## src/rtl/key_remap_table.sv

```systemverilog
// Per-channel one-hot key remap tables with registered translation
// and a press/release/press learn sequence that swaps two entries.
module key_remap_table #(
  parameter int KEY_BITS = 7,
  parameter int CHANNELS = 2,
  parameter int TIMEOUT_CYCLES = 100000000,
  localparam int CH_W = (CHANNELS > 1) ? $clog2(CHANNELS) : 1,
  localparam int TO_W = $clog2(TIMEOUT_CYCLES + 1)
) (
  input  logic                         clk,
  input  logic                         rst,
  input  logic [CHANNELS*KEY_BITS-1:0] key_in,
  output logic [CHANNELS*KEY_BITS-1:0] key_out,
  output logic [CHANNELS-1:0]          key_valid,
  input  logic                         learn_start,
  input  logic [CH_W-1:0]              learn_ch,
  input  logic                         learn_cancel,
  input  logic                         restore,
  output logic                         learn_busy,
  output logic                         learn_done,
  output logic                         learn_abort
);

  localparam int IX_W = (KEY_BITS > 1) ? $clog2(KEY_BITS) : 1;

  typedef enum logic [2:0] {
    IDLE, WAIT_SRC, REL_SRC, WAIT_DST, COMMIT
  } state_t;

  state_t state_q, state_d;

  logic [KEY_BITS-1:0] mem [CHANNELS][KEY_BITS];
  logic [KEY_BITS-1:0] key_a [CHANNELS];
  logic [KEY_BITS-1:0] sel;
  logic [CH_W-1:0]     ch_q;
  logic [IX_W-1:0]     p_q, q_q;
  logic [TO_W-1:0]     cnt_q;
  logic                waiting, tmo;
  logic                start_ok, latch_p, latch_q, swap;
  logic                done_d, abort_d;

  function automatic logic is_hot(input logic [KEY_BITS-1:0] v);
    return (v != '0) && ((v & (v - KEY_BITS'(1))) == '0);
  endfunction

  function automatic logic [IX_W-1:0] enc(input logic [KEY_BITS-1:0] v);
    logic [IX_W-1:0] r;
    r = '0;
    for (int i = 0; i < KEY_BITS; i++)
      if (v[i]) r = IX_W'(i);
    return r;
  endfunction

  always_comb begin
    for (int c = 0; c < CHANNELS; c++)
      key_a[c] = key_in[c*KEY_BITS +: KEY_BITS];
  end

  assign sel        = key_a[ch_q];
  assign learn_busy = (state_q != IDLE);
  assign waiting    = (state_q == WAIT_SRC) || (state_q == REL_SRC) ||
                      (state_q == WAIT_DST);
  assign tmo        = (cnt_q == TO_W'(TIMEOUT_CYCLES - 1));

  always_comb begin
    state_d  = state_q;
    start_ok = 1'b0;
    latch_p  = 1'b0;
    latch_q  = 1'b0;
    swap     = 1'b0;
    done_d   = 1'b0;
    abort_d  = 1'b0;
    if (restore) begin
      state_d = IDLE;
      abort_d = learn_busy;
    end else begin
      unique case (state_q)
        IDLE: begin
          if (learn_start && (int'(learn_ch) < CHANNELS)) begin
            state_d  = WAIT_SRC;
            start_ok = 1'b1;
          end
        end
        COMMIT: begin
          swap    = 1'b1;
          done_d  = 1'b1;
          state_d = IDLE;
        end
        default: begin
          if (learn_cancel || tmo) begin
            state_d = IDLE;
            abort_d = 1'b1;
          end else if (state_q == WAIT_SRC && is_hot(sel)) begin
            state_d = REL_SRC;
            latch_p = 1'b1;
          end else if (state_q == REL_SRC && sel == '0) begin
            state_d = WAIT_DST;
          end else if (state_q == WAIT_DST && is_hot(sel)) begin
            state_d = COMMIT;
            latch_q = 1'b1;
          end
        end
      endcase
    end
  end

  always_ff @(posedge clk or posedge rst) begin
    if (rst) begin
      state_q     <= IDLE;
      ch_q        <= '0;
      p_q         <= '0;
      q_q         <= '0;
      cnt_q       <= '0;
      key_out     <= '0;
      key_valid   <= '0;
      learn_done  <= 1'b0;
      learn_abort <= 1'b0;
      for (int c = 0; c < CHANNELS; c++)
        for (int i = 0; i < KEY_BITS; i++)
          mem[c][i] <= KEY_BITS'(1) << i;
    end else begin
      state_q     <= state_d;
      learn_done  <= done_d;
      learn_abort <= abort_d;
      if (state_d != state_q)
        cnt_q <= '0;
      else if (waiting)
        cnt_q <= cnt_q + TO_W'(1);
      if (start_ok) ch_q <= learn_ch;
      if (latch_p)  p_q  <= enc(sel);
      if (latch_q)  q_q  <= enc(sel);
      if (restore) begin
        for (int c = 0; c < CHANNELS; c++)
          for (int i = 0; i < KEY_BITS; i++)
            mem[c][i] <= KEY_BITS'(1) << i;
      end else if (swap) begin
        mem[ch_q][p_q] <= mem[ch_q][q_q];
        mem[ch_q][q_q] <= mem[ch_q][p_q];
      end
      // the channel being relearned is muted until the FSM is back in IDLE
      for (int c = 0; c < CHANNELS; c++) begin
        if ((learn_busy && ch_q == CH_W'(c)) || !is_hot(key_a[c])) begin
          key_out[c*KEY_BITS +: KEY_BITS] <= '0;
          key_valid[c]                    <= 1'b0;
        end else begin
          key_out[c*KEY_BITS +: KEY_BITS] <= mem[c][enc(key_a[c])];
          key_valid[c]                    <= 1'b1;
        end
      end
    end
  end

endmodule

```

## config.mk

```make
export PLATFORM = sky130hd
export DESIGN_NAME = key_remap_table
export DESIGN_NICKNAME = d
export VERILOG_FILES = /design/src/rtl/key_remap_table.sv
export SDC_FILE = /design/constraint.sdc
export NUM_CORES = 1
export LEC_CHECK = 0
export CORE_MARGIN = 2
export CORE_UTILIZATION = 50
export CTS_CLUSTER_DIAMETER = 80
export DETAILED_ROUTE_END_ITERATION = 16
export GPL_ROUTABILITY_DRIVEN = 0
export GPL_TIMING_DRIVEN = 0
export HOLD_SLACK_MARGIN = 0.02
export PLACE_DENSITY = 0.68
export SYNTH_ARGS = -nofsm -noshare
export SYNTH_HDL_FRONTEND = slang
export SYNTH_SLANG_ARGS = --single-unit
export TNS_END_PERCENT = 10
```

## constraint.sdc

```tcl
create_clock -name clk -period 15.3 [get_ports clk]
set_input_delay 4.59 -clock clk [delete_from_list [all_inputs] [get_ports clk]]
set_output_delay 4.59 -clock clk [all_outputs]
set_load 0.03 [all_outputs]
```

# Word-level counts from Yosys, hierarchy flattened
# Cells that the tools add are included.
# word_totals
register_bits	153
inputBits	20
output_inout_bits	19
word_cells	161
# op_classes
add_sub_neg	4
order_cmp	8
eq_ne	6
mux	81
n_bitwise	9
n_reduce_logical	30
# ops
cell	n
2-to-1 mux 49 bit	5
bitwise mux 98 bit	2
2-to-1 mux 98 bit	2
2-to-1 mux 7 bit	15
demux 49 bit (select 1 bit)	2
binary-select mux 7 bit (select 3 bit)	4
2-to-1 mux 3 bit	23
2-to-1 mux 27 bit	2
demux 7 bit (select 3 bit)	2
logical NOT 7 bit	4
adder 27 x 1 -> 27 bit (second input constant)	1
equality test 27 bit (second input constant)	1
2-to-1 mux 1 bit	23
AND 7 bit	3
nonzero test 7 bit	3
subtractor 7 x 1 -> 7 bit (second input constant)	3
>= comparator 4 bit (second input constant)	4
inverter 3 -> 4 bit	4
logical AND 1 bit	11
less-than comparator 4 x 1 -> 1 bit (second input constant)	2
equality test 3 x 2 -> 1 bit (second input constant)	2
case mux 3 bit (2 select lines)	1
logical OR 1 bit	5
nonzero test 2 bit	2
other kinds (11)	12

# Logic depth before layout (Yosys ltp)
# depth
word_depth	17
mapped_depth	13
ltp_nobuf	6

# Worst setup path before layout
# Ideal clock, no wire load.
# synth_timing
path_type	input port to flip-flop
startpoint	input port key_in[11]
endpoint	register cnt_q[20]
setup_ns	0.072
t_arrival_ns	6.542
required_time_ns	15.228
slack_ns	8.686
cell_stages	10
path_buffers	4
cell_sequence	buf_2 -> nor3_2 -> a22oi_1 -> or3_1 -> and4_4 -> buf_6 -> o32a_1 -> buf_6 -> buf_6 -> nor2_1
# synth_between
elab_chain_cells	16
word_cells_on_any_way	21
classes_between	add/sub: 1; eq/ne: 1; mux: 10; bitwise: 1; reduce/logical: 8
# synth_lines
item	line_no	text
start, declared	12	input logic [CHANNELS*KEY_BITS-1:0] key_in,
2-to-1 mux 7 bit (implied by the code) (*) (3 in series)	59	assign sel = key_a[ch_q];
subtractor 7 x 1 -> 7 bit	43	return (v != '0) && ((v & (v - KEY_BITS'(1))) == '0);
AND 7 bit	43	
logical NOT 7 bit	43	
logical AND 1 bit	43	
logical AND 1 bit	98	end else if (state_q == WAIT_DST && is_hot(sel)) begin
2-to-1 mux 3 bit	98	
2-to-1 mux 3 bit	96	end else if (state_q == REL_SRC && sel == '0) begin
2-to-1 mux 3 bit (*)	93	end else if (state_q == WAIT_SRC && is_hot(sel)) begin
2-to-1 mux 3 bit (*)	90	if (learn_cancel || tmo) begin
case mux 3 bit (2 select lines) (*)	77	unique case (state_q)
2-to-1 mux 3 bit (*)	73	if (restore) begin
inequality test 3 bit (*)	125	if (state_d != state_q)
2-to-1 mux 27 bit / nonzero test 2 bit (equally long branches)	n/a	
end signal, assigned	128	cnt_q <= cnt_q + TO_W'(1);
end, declared	37	logic [TO_W-1:0] cnt_q;
# Mark *: on every way between the ends. The rest lies on a longest branch, timed or not. The select of a mux whose other input is x is not followed.
# A chain may end at the register's enable or synchronous reset.

# Final worst setup path
# layout_timing
startpoint	input port key_in[13]
endpoint	register cnt_q[0]
# The elaborated chain is that of the path after synthesis.

==> metrics <==
outcome=finished, final reports clean; slowest CP cell=nor3_2; Crit path largest cell delay=0.81 ns; routed vias/inst=7.07; initial core utilization=50.7%; I/O Pins=39; ys flop type=dfrtp_1; CTS Sinks=153; Least-Margin Pin Slew=1.29 ns; most common cell after layout, fill and taps aside=nor2_1; Crit path depth=10; Max Cap Viol=0; DR WL/cell=27.4 µm; Inserted Clock Buffers=17; worst min-delay path class=flip-flop to flip-flop; endpoints failing hold=0; via count=9337; final setup skew=0.0122 ns; yosys warns=0; Min-Delay Path Depth=2; Buf/Inv on CP=4; Die W=141 µm; initial antenna violation count=2; Core ar.=18600 µm²; HP Start=mem[18]; Total GRT Usage=36.6%; met1 usage=49.5%; crit-path leading delay family=simple AND/OR/NAND/NOR gates; Synth Instances=1018; CP arrival=7.89 ns; Clock Pin Slew Worst Setup and Hold Paths=0.06 ns; top cell type's share of synthesized area=36.9%; Initial DRT Pass Iterations=8; WS Path Type=input port to flip-flop; reg2reg start=ch_q; Final nets=1095; TNS Setup=0 ns; vias in the first global route=8755; worst hold slack=0.499 ns; die area=20000 µm²; PwrDens=91.1 nW/µm²; M2 GR Usage=49.5%; layer with the highest usage=met2; n_diodes=0; Setup Buffers After CTS=0; Peak VDD IR=0.0767 mV; Area Overhead vs Synth=13.7%; met3 Track Usage GR=15.8%; ys async rst share=100%; largest area contributor in the netlist=dfrtp_1; Net Count, Synth=1039; port buffer count=36; initial DRC count=1745; later-pin clock latency in the skew report=0.45 ns; crit-path max FO=10; fraction of layout cells with a size suffix above 1=12.5%; sequential fraction of the synthesis area=40.8%; cts repair resizes=0; TritonCTS clock tree=done; FF-to-FF End=mem[57]; detailed-route wire length=36100 µm; Avg Inst Size Synth=9.25 µm²; most frequent cells in the layout=147 x nor2_1, 139 x dfrtp_1, 100 x nand2_1; top post-synthesis cells by area=dfrtp_1 37%, nor2_1 5.9%, mux2_2 5.7%; synthesized cell area=9420 µm²; first-pass GRT wire length=54000 µm; hold endpoint=mem[18]; Synth Register Bits=153; buffer type at the clock tree root=clkbuf_16; Slew Limit Fails=0; most numerous cell on the critical path=buf_6; number of distinct library cells after synthesis=67; Startpoint Class=input port; Die Y=141 µm; DRC viols=0; hold bufs inserted after CTS=0; post-route ant nets=0; Max Buffers Root-to-Sink=2; grt total ovfl=0; Slew HR=13.4%; r2r worst-path depth=11; Crit path required time=15.67 ns; RSZ-0062 raised after global routing=false; std cell rows=50; final period utilization=49.1%; Cell Chain, Critical Path=clkdlybuf4s50_1, nor3_2, a22oi_1, or3_1, and4_4, buf_6, o32a_1, buf_6, buf_6, nor2_1; P_leak=4.55 nW; Max Fclk=133 MHz; EDFF count, synth=0; H-tree depth=4; largest net degree at the start of global routing=88; Fillers=1665; final setup violation count=0; crit end category=flip-flop; post-DP HPWL=26100 µm; Tmin final=7.52 ns; Reg2Reg Setup Slack=11.43 ns
[tightest hold or removal path, delay by kind of cell, from the launching register on]
kind	cells	cell delay [ns]
DFF	1	0.38
AOI/OAI and AO/OA	1	0.07
buffers and inverters	1	0.05
[report_power, final]
part,total [mW],switching [mW],internal [mW]
logic,0.126,0.0861,0.0401
registers,0.409,0.00224,0.407
clock network,0.440,0.191,0.249
[how the worst max path moves through the flow]
| stage | from | to | slack, ns |
|---|---|---|---|
| floorplan | rst | ch_q | 6.61 |
| global placement | rst | mem[84] | 4.47 |
| detailed placement | key_in[1] | key_out[4] | 7.61 |
| CTS | key_in[13] | cnt_q[0] | 8.05 |
| global route | key_in[13] | cnt_q[19] | 7.78 |
| finish | key_in[13] | cnt_q[0] | 7.78 |
[stage by stage]
step	instances	setup WS (ns)	power, mW	area (µm²)	utilization (%)
6_report	1321	7.78	0.975	10700	57.6
5_1_grt	1321	7.78	0.998	10700	57.6
4_1_cts	1321	8.05	0.969	10700	57.6
3_5_place_dp	1289	7.61	0.537	10100	54.4
3_3_place_gp	1288	4.47	0.535	10100	54.2
2_1_floorplan	1018	6.61	0.492	9420	-
[metal layers]
metal | routed length [µm] | part of all wire (%)
met3 | 5630 | 16
met1 | 13800 | 38
met2 | 14200 | 39
met4 | 2430 | 6.7
met5 | 12 | 0.033
[state kept, by name, summed over array words and instances, names as in the netlist]
register	cells
mem	98
cnt_q	27
key_out	14
p_q	3
q_q	3
state_q	3
key_valid	2
ch_q	1
learn_abort	1
learn_done	1
[cell type report]
class	instances	area (µm²)	area share [%]
Multi-Input combinational cell	767	5110	47.8
Sequential cell	153	3850	35.9
Clock buffer	18	439	4.10
Timing Repair Buffer	37	388	3.62
Buffer	66	339	3.17
Tap cell	234	293	2.73
Clock inverter	14	165	1.54
Inverter	32	125	1.17
[cell families (layout without fill, tap and decap cells)]
family | count (synthesis) | after routing | synth area share (%)
flops | 153 | 153 | 40.8
simple gates | 380 | 380 | 18.8
compound gates | 258 | 258 | 20.2
buf+inv | 98 | 167 | 4.87
fa+ha+maj | 3 | 3 | 0.345
mux | 97 | 97 | 12.3
xor+xnor | 29 | 29 | 2.70
[cells in the mapped netlist, types with 10 or more instances]
cell / count
nor2_1: 147
dfrtp_1: 139
nand2_1: 100
mux2_2: 48
o21ai_0: 43
mux2i_1: 39
a21oi_1: 38
clkbuf_1: 38
a221o_1: 36
inv_1: 32
o221ai_1: 27
a22oi_1: 25
nor2b_1: 25
a221oi_1: 23
nor3_1: 23
xor2_1: 20
nand3_1: 17
a211oi_1: 15
dfstp_2: 14
o22ai_1: 14
buf_2: 10
buf_6: 10
mux4_2: 10
(Power assumes the default switching activity.)
